## src/rtl/ram_access_arbiter.sv

```systemverilog
`default_nettype none
// ============================================================================
// Module      : ram_access_arbiter
// Description : Shares one 256x16 program/data RAM (separate read and write
//               ports) between the instruction-fetch unit (read-only) and the
//               data unit (read/write). Each access runs through a
//               grant -> RAM access -> response sequence, two cycles per access.
//               Addresses with bits [15:ADDR_WIDTH] set are answered with an
//               error and never reach the RAM.
//               Optional macro RAM_WRITE_PROTECT_EN: DU writes below
//               PROT_LIMIT are blocked and answered with du_err.
// Revision    : 1.0 - initial release
// ============================================================================
module ram_access_arbiter #(
    parameter int          ADDR_WIDTH   = 8,
    parameter int          STARVE_LIMIT = 4,
    parameter logic [15:0] PROT_LIMIT   = 16'h0060
) (
    input  logic        mclk,
    input  logic        reset,
    // instruction-fetch requester
    input  logic        if_req,
    input  logic [15:0] if_addr,
    output logic        if_gnt,
    output logic [15:0] if_rdata,
    output logic        if_rvalid,
    output logic        if_err,
    // data-unit requester
    input  logic        du_req,
    input  logic        du_we,
    input  logic [15:0] du_addr,
    input  logic [15:0] du_wdata,
    output logic        du_gnt,
    output logic [15:0] du_rdata,
    output logic        du_rvalid,
    output logic        du_err,
    // RAM side
    output logic        ram_re,
    output logic [15:0] ram_raddr,
    input  logic [15:0] ram_rdata,
    output logic        ram_we,
    output logic [15:0] ram_waddr,
    output logic [15:0] ram_wdata
);

    localparam logic [1:0] c_S_IDLE   = 2'd0;
    localparam logic [1:0] c_S_ACC_IF = 2'd1;
    localparam logic [1:0] c_S_ACC_DU = 2'd2;

    localparam int                 c_CNT_W      = $clog2(STARVE_LIMIT + 1);
    localparam logic [c_CNT_W-1:0] c_STARVE_MAX = c_CNT_W'(STARVE_LIMIT);

    logic [1:0]         r_state;
    logic [c_CNT_W-1:0] r_starve_cnt;
    logic [15:0]        r_addr;
    logic               r_we;
    logic [15:0]        r_wdata;
    logic               r_err;

    logic               w_pick_if;
    logic               w_pick_du;
    logic [15:0]        w_addr;
    logic               w_range_err;
    logic               w_prot_viol;
    logic               w_acc;

    // IF wins when it is alone or when the DU has used up its starvation budget.
    assign w_pick_if   = if_req & (~du_req | (r_starve_cnt == c_STARVE_MAX));
    assign w_pick_du   = du_req & ~w_pick_if;
    assign w_addr      = w_pick_if ? if_addr : du_addr;
    assign w_range_err = |(w_addr >> ADDR_WIDTH);

`ifdef RAM_WRITE_PROTECT_EN
    // Program area below PROT_LIMIT is read-only for the data unit.
    assign w_prot_viol = w_pick_du & du_we & (du_addr < PROT_LIMIT);
`else
    // Protection compiled out; the term is forced inert but keeps PROT_LIMIT referenced.
    assign w_prot_viol = 1'b0 & (du_addr < PROT_LIMIT);
`endif

    // RAM strobes come straight from the access state and the latched request,
    // so an access cycle always completes even if reset arrives during it.
    assign w_acc     = (r_state == c_S_ACC_IF) || (r_state == c_S_ACC_DU);
    assign ram_re    = w_acc & ~r_we & ~r_err;
    assign ram_raddr = ram_re ? r_addr : 16'h0000;
    assign ram_we    = w_acc & r_we & ~r_err;
    assign ram_waddr = ram_we ? r_addr : 16'h0000;
    assign ram_wdata = ram_we ? r_wdata : 16'h0000;

    // Arbitration FSM, request latches, starvation counter and response registers.
    always_ff @(posedge mclk) begin
        if (reset) begin
            r_state      <= c_S_IDLE;
            r_starve_cnt <= '0;
            r_addr       <= 16'h0000;
            r_we         <= 1'b0;
            r_wdata      <= 16'h0000;
            r_err        <= 1'b0;
            if_gnt       <= 1'b0;
            if_rvalid    <= 1'b0;
            if_rdata     <= 16'h0000;
            if_err       <= 1'b0;
            du_gnt       <= 1'b0;
            du_rvalid    <= 1'b0;
            du_rdata     <= 16'h0000;
            du_err       <= 1'b0;
        end else begin
            // pulses and response data default to zero each cycle
            if_gnt    <= 1'b0;
            if_rvalid <= 1'b0;
            if_rdata  <= 16'h0000;
            if_err    <= 1'b0;
            du_gnt    <= 1'b0;
            du_rvalid <= 1'b0;
            du_rdata  <= 16'h0000;
            du_err    <= 1'b0;

            case (r_state)
                c_S_IDLE: begin
                    if (w_pick_if || !if_req) begin
                        r_starve_cnt <= '0;
                    end else if (w_pick_du && (r_starve_cnt != c_STARVE_MAX)) begin
                        r_starve_cnt <= r_starve_cnt + 1'b1;
                    end

                    if (w_pick_if) begin
                        r_addr  <= if_addr;
                        r_we    <= 1'b0;
                        r_wdata <= 16'h0000;
                        r_err   <= w_range_err;
                        if_gnt  <= 1'b1;
                        r_state <= c_S_ACC_IF;
                    end else if (w_pick_du) begin
                        r_addr  <= du_addr;
                        r_we    <= du_we;
                        r_wdata <= du_wdata;
                        r_err   <= w_range_err | w_prot_viol;
                        du_gnt  <= 1'b1;
                        r_state <= c_S_ACC_DU;
                    end
                end

                c_S_ACC_IF: begin
                    if_rvalid <= 1'b1;
                    if_err    <= r_err;
                    if_rdata  <= r_err ? 16'h0000 : ram_rdata;
                    r_state   <= c_S_IDLE;
                end

                c_S_ACC_DU: begin
                    du_rvalid <= 1'b1;
                    du_err    <= r_err;
                    du_rdata  <= (r_err || r_we) ? 16'h0000 : ram_rdata;
                    r_state   <= c_S_IDLE;
                end

                default: begin
                    r_state <= c_S_IDLE;
                end
            endcase
        end
    end

endmodule
`default_nettype wire

```

## config.mk

```make
export PLATFORM = sky130hd
export DESIGN_NAME = ram_access_arbiter
export DESIGN_NICKNAME = d
export VERILOG_FILES = /design/src/rtl/ram_access_arbiter.sv
export SDC_FILE = /design/constraint.sdc
export NUM_CORES = 1
export LEC_CHECK = 0
export CAP_MARGIN = 15
export CORE_MARGIN = 1
export CORE_UTILIZATION = 40
export DETAILED_ROUTE_END_ITERATION = 6
export GPL_TIMING_DRIVEN = 0
export PLACE_DENSITY = 0.79
export SYNTH_ARGS = -nofsm -noshare
export SYNTH_HDL_FRONTEND = slang
export SYNTH_SLANG_ARGS = --single-unit
```

## constraint.sdc

```tcl
create_clock -name mclk -period 2.3 [get_ports mclk]
set_input_delay 0.46 -clock mclk [delete_from_list [all_inputs] [get_ports mclk]]
set_output_delay 0.46 -clock mclk [all_outputs]
set_load 0.01 [all_outputs]
```

Word-level counts from Yosys, hierarchy flattened. Cells that the tools add are included.

Logic and storage cells: 71. Input bits: 69. Register bits after elaboration: 77. Output and inout bits: 88.

Bitwise operators: 14. Eq/ne operators: 4. Muxes and demuxes: 20. Reduce and logical (&&, ||, !) cells: 17. $add $sub $neg: 1.

Operator list (count): $mux W16 (8); $mux W1 (10); $reduce_or A3 Y1 (3); $reduce_or A8 Y1 (1); $not A1 Y1 (7); $and A1 B1 Y1 (6); $mux W3 (2); $reduce_or A2 Y1 (3); $reduce_and A2 Y1 (2); $reduce_bool A2 Y1 (2); $add A3 B1 Y3 const B (1); $eq A3 B3 Y1 const B (1); $logic_or A1 B1 Y1 (3); $ne A3 B3 Y1 const B (1); $eq A2 B1 Y1 const B (1); $eq A2 B2 Y1 const B (1); $logic_not A2 Y1 (1); $logic_and A1 B1 Y1 (1); $logic_not A1 Y1 (1); $or A1 B1 Y1 (1).

Depth between registers and ports, before layout.
Depth after elaboration: 8. Depth in mapped cells: 7. Gate-level depth less buffers: 5.

Least setup slack after synthesis. Ideal clock, no wire load.

Kind: reg2out. Start point: register r_state[0]. End point: output port ram_raddr[10]. Required time: 1.840 ns. Setup slack: 0.360 ns. Data arrival time: 1.480 ns. Buffers on the path: 1. Cell stages (with the launch flop): 6. Cell sequence: dfxtp_1 -> inv_1 -> ha_1 -> nor3b_1 -> buf_2 -> and2_1.

Word-level cells in the longest chain between the ends: 5. Elaborated cells between the ends (all ways): 6. Classes of those cells: eq/ne (2); mux (1); bitwise (2); reduce/logical (1).

RTL lines: from (decl) (RTL line 53) `logic [1:0] r_state;`; from (signal assigned) (RTL line 93) `r_state <= c_S_IDLE;`; from (signal assigned) (RTL line 132) `r_state <= c_S_ACC_IF;`; from (signal assigned) (RTL line 139) `r_state <= c_S_ACC_DU;`; $eq A2 B1 Y1 / $eq A2 B2 Y1 (equally long branches) (RTL line 83) `assign w_acc = (r_state == c_S_ACC_IF) || (r_state == c_S_ACC_DU);`; $logic_or A1 B1 Y1 * (RTL line 83); $and A1 B1 Y1 * (2 in series) (RTL line 84) `assign ram_re = w_acc & ~r_we & ~r_err;`; via ram_re (RTL line 38) `output logic ram_re,`; $mux W16 * (RTL line 85) `assign ram_raddr = ram_re ? r_addr : 16'h0000;`; to (decl) (RTL line 39) `output logic [15:0] ram_raddr,`.

Mark *: on every way through the listed nets, which the timed path passes. The rest lies on a longest branch.

Worst setup path in the final report.
Start point: register r_state[0]. End point: output port ram_wdata[8].

Word-level cells in the longest chain between the ends: 5. Elaborated cells between the ends (all ways): 6. Classes of those cells: eq/ne (2); mux (1); bitwise (2); reduce/logical (1).

RTL lines: $eq A2 B1 Y1 / $eq A2 B2 Y1 (equally long branches) (RTL line 83); $logic_or A1 B1 Y1 * (RTL line 83); $and A1 B1 Y1 * (2 in series) (RTL line 86) `assign ram_we = w_acc & r_we & ~r_err;`; $mux W16 * (RTL line 88) `assign ram_wdata = ram_we ? r_wdata : 16'h0000;`; to (decl) (RTL line 43) `output logic [15:0] ram_wdata`.

Every way passes the cells marked *; elsewhere a longest branch is shown, timed or not.

==> flow_metrics.env <==
export IMPL_synth_seq_cells=77
export IMPL_hold_buffers=0
export IMPL_worst_r2r_endpoint="du_rdata[15]$_SDFF_PP0_"
export IMPL_drtPass1Iterations=4
export IMPL_vias=3295
export IMPL_pin_count=157
export IMPL_async_flop_share_pct=0
export IMPL_fin_crit_ns=2.25
export IMPL_slew_headroom_pct=66.2
export IMPL_overflow=0
export IMPL_ys_top_cells_by_area="dfxtp_1 49%, and2_1 16%, a311oi_1 4.4%"
export IMPL_grt_pass1_vias=3229
export IMPL_endpoint="ram_wdata[8]"
export IMPL_first_iter_violations=168
export IMPL_yosys_area_top_type="dfxtp_1"
export IMPL_drt_wl_total_um=9950
export IMPL_place_area_um2=4850
export IMPL_critPathLaunch="r_state[0]$_SDFFE_PP0N_"
export IMPL_clk_latency_ns=0.34
export IMPL_vias_per_cell=5.16
export IMPL_rr_worst_depth=8
export IMPL_place_gp_congestion=0.825
export IMPL_critPathKind="reg -> out"
export IMPL_rsz0062_at_grt="yes"
export IMPL_remaining_drc_errors=0
export IMPL_worstMarginPinSlew_ns=0.507
export IMPL_power_density_nw_per_um2=594
export IMPL_cts_made_buffers=9
export IMPL_grt_antenna_before_repair=0
export IMPL_antenna_cells=0
export IMPL_fmax_mhz=445
export IMPL_crit_arrival_ns=1.79
export IMPL_die_w_um=91.0
export IMPL_finalHoldViolations=0
export IMPL_synth_flop_cell="dfxtp_1"
export IMPL_status="complete, no violations"
export IMPL_dieArea_um2=8270
export IMPL_fp_dieH_um=91.0
export IMPL_maxSlewViolCount=0
export IMPL_nets=605
export IMPL_yosysWarnings=0
export IMPL_ir_drop_mv=0.399
export IMPL_synth_cell_types=39
export IMPL_clkTransAtPathRegs_ns=0.08
export IMPL_grt_usage_pct=23.9
export IMPL_hold_ws_ns=0.456
export IMPL_setup_tns_ns=0
export IMPL_grt_max_degree=15
export IMPL_area_growth_pct=69.4
export IMPL_cp_required_ns=1.84
export IMPL_synth_yosys_seq_area_share_pct=48.7
export IMPL_synth_edf_count=0
export IMPL_cts_max_level=3
export IMPL_wl_per_cell_um=15.6
export IMPL_cts_root_buf="clkbuf_8"
export IMPL_io_buffers=156
export IMPL_max_cap_viol_count=0
export IMPL_end_kind="primary output"
export IMPL_cts_sinks=77
export IMPL_syn_nets=420
export IMPL_syn_inst=346
export IMPL_cp_start_kind="register"
export IMPL_finalCritPeriodShare_pct=97.7
export IMPL_synth_top_area_share_pct=48.7
export IMPL_skew_ns=0.00924
export IMPL_row_count=32
export IMPL_grt_pass1_wl_um=15700
export IMPL_r2r_setup_slack_ns=0.50
export IMPL_fin_util_pct=69.8
export IMPL_cts_tree="built"
export IMPL_static_leakage_power_nw=2.19
export IMPL_antenna_left=0
export IMPL_drive_above_1_share_pct=25.0
export IMPL_setup_viol=0
export IMPL_n_fill_cell=598
export IMPL_worstReg2RegStart="r_state[0]$_SDFFE_PP0N_"
export IMPL_crit_path_max_fanout=6
export IMPL_core_area_um2=7690
export IMPL_design_area_um2=5360
export IMPL_hp_class="reg -> reg"
export IMPL_syn_avg_cell_area_um2=9.15
export IMPL_cts_buffer_depth=2
export IMPL_hpwl_um=6650
export IMPL_syn_area_um2=3170
export IMPL_start_util_pct=41.2
==> cell usage after synthesis, drive strengths merged, types with 3 or more instances <==
master	n
ha	5
nor3b	3
a311oi	16
nor4	4
inv	5
a21oi	18
and2	82
nor3	3
nand2	19
o21ai	17
nand3	16
o211ai	18
dfxtp	77
buf	12
nor2	19
clkbuf	15
==> state kept, by name (all words and copies together), names as in the netlist <==
| signal | count |
|---|---|
| du_err | 1 |
| if_rdata | 16 |
| if_err | 1 |
| du_rdata | 16 |
| if_gnt | 1 |
| if_rvalid | 1 |
| du_gnt | 1 |
| r_wdata | 16 |
| r_starve_cnt | 3 |
| r_state | 2 |
| r_we | 1 |
| r_addr | 16 |
| du_rvalid | 1 |
| r_err | 1 |
==> worst min path at each step <==
| stage | start | to | slack (ns) | depth (start not counted) |
|---|---|---|---|---|
| after floorplan | r_wdata[0]$_SDFFE_PP0P_ | r_wdata[0]$_SDFFE_PP0P_ | 0.43 | 2 |
| after global routing | r_wdata[7]$_SDFFE_PP0P_ | r_wdata[7]$_SDFFE_PP0P_ | 0.48 | 2 |
| final | r_wdata[9]$_SDFFE_PP0P_ | r_wdata[9]$_SDFFE_PP0P_ | 0.46 | 2 |
| after global placement | r_wdata[12]$_SDFFE_PP0P_ | r_wdata[12]$_SDFFE_PP0P_ | 0.43 | 2 |
| after detailed placement | r_wdata[9]$_SDFFE_PP0P_ | r_wdata[9]$_SDFFE_PP0P_ | 0.44 | 2 |
| after CTS | r_wdata[9]$_SDFFE_PP0P_ | r_wdata[9]$_SDFFE_PP0P_ | 0.45 | 2 |
==> where the power goes <==
part / internal [mW] / switching (mW)
registers: 1.41 / 0.0526
clock network: 0.648 / 0.515
logic: 0.303 / 0.255
total: 2.36 / 0.823
==> cell type report <==
cell class	count	area, µm²	area share, %
Buffer	24	136	2.54
Clock buffer	10	138	2.57
Clock inverter	6	92.6	1.73
Inverter	5	18.8	0.350
Multi-Input combinational cell	237	1570	29.2
Sequential cell	77	1540	28.8
Tap cell	102	128	2.38
Timing Repair Buffer	177	1740	32.5
==> cells by family after synthesis <==
kind of cell	count (synthesis)	share of synthesized area (%)
muxes	1	0.316
AOI/OAI and AO/OA	75	16.2
adders and majority gates	5	1.98
DFF	77	48.7
buffers and inverters	32	4.94
and+or+nand+nor	154	27.3
xor gates and xnor gates	2	0.553
==> routing by layer <==
metal,wire [µm],vias up,share of wire [%],GRT usage [%]
li1,-,1554,-,-
met3,699,22,7.0,5.03
met1,4160,1552,42,29.4
met5,0,-,0,0
met2,4870,167,49,40.7
met4,215,0,2.2,9.39
==> timing repair <==
action,CTS,global route
gates cloned,1,0
resized for setup,222,47
setup endpoints to repair,50,42
pin swaps,9,1
setup buffers,20,3
==> stage by stage <==
| stage | cells | worst slack [ns] | power [mW] |
|---|---|---|---|
| 4_1_cts | 641 | -0.0913 | 3.18 |
| 6_report | 638 | 0.0521 | 3.18 |
| 5_1_grt | 638 | -0.0150 | 3.32 |
| 3_3_place_gp | 604 | -0.540 | 1.96 |
| 2_1_floorplan | 346 | 0.360 | 1.71 |
| 3_5_place_dp | 604 | -0.559 | 1.97 |
==> layout by cell type (no fill, tap or decap), types with 6 or more instances in the layout <==
| cell | instances |
|---|---|
| clkdlybuf4s50_1 | 106 |
| dfxtp_1 | 75 |
| and2_1 | 53 |
| buf_6 | 41 |
| and2_4 | 29 |
| nand2_1 | 19 |
| nor2_1 | 19 |
| buf_2 | 18 |
| o211ai_1 | 18 |
| a21oi_1 | 18 |
| nand3_1 | 16 |
| a311oi_1 | 16 |
| o21ai_1 | 12 |
| clkbuf_1 | 11 |
| buf_4 | 10 |
| clkbuf_8 | 10 |
| dlygate4sd2_1 | 6 |
==> critical path, stage by stage (launching register included) <==
cell	delay, ns
dfxtp_2	0.35
inv_2	0.05
ha_4	0.23
and3b_2	0.28
buf_8	0.15
buf_4	0.13
and2_4	0.15
buf_6	0.11
No activity file was read; power rests on OpenSTA's default activity.
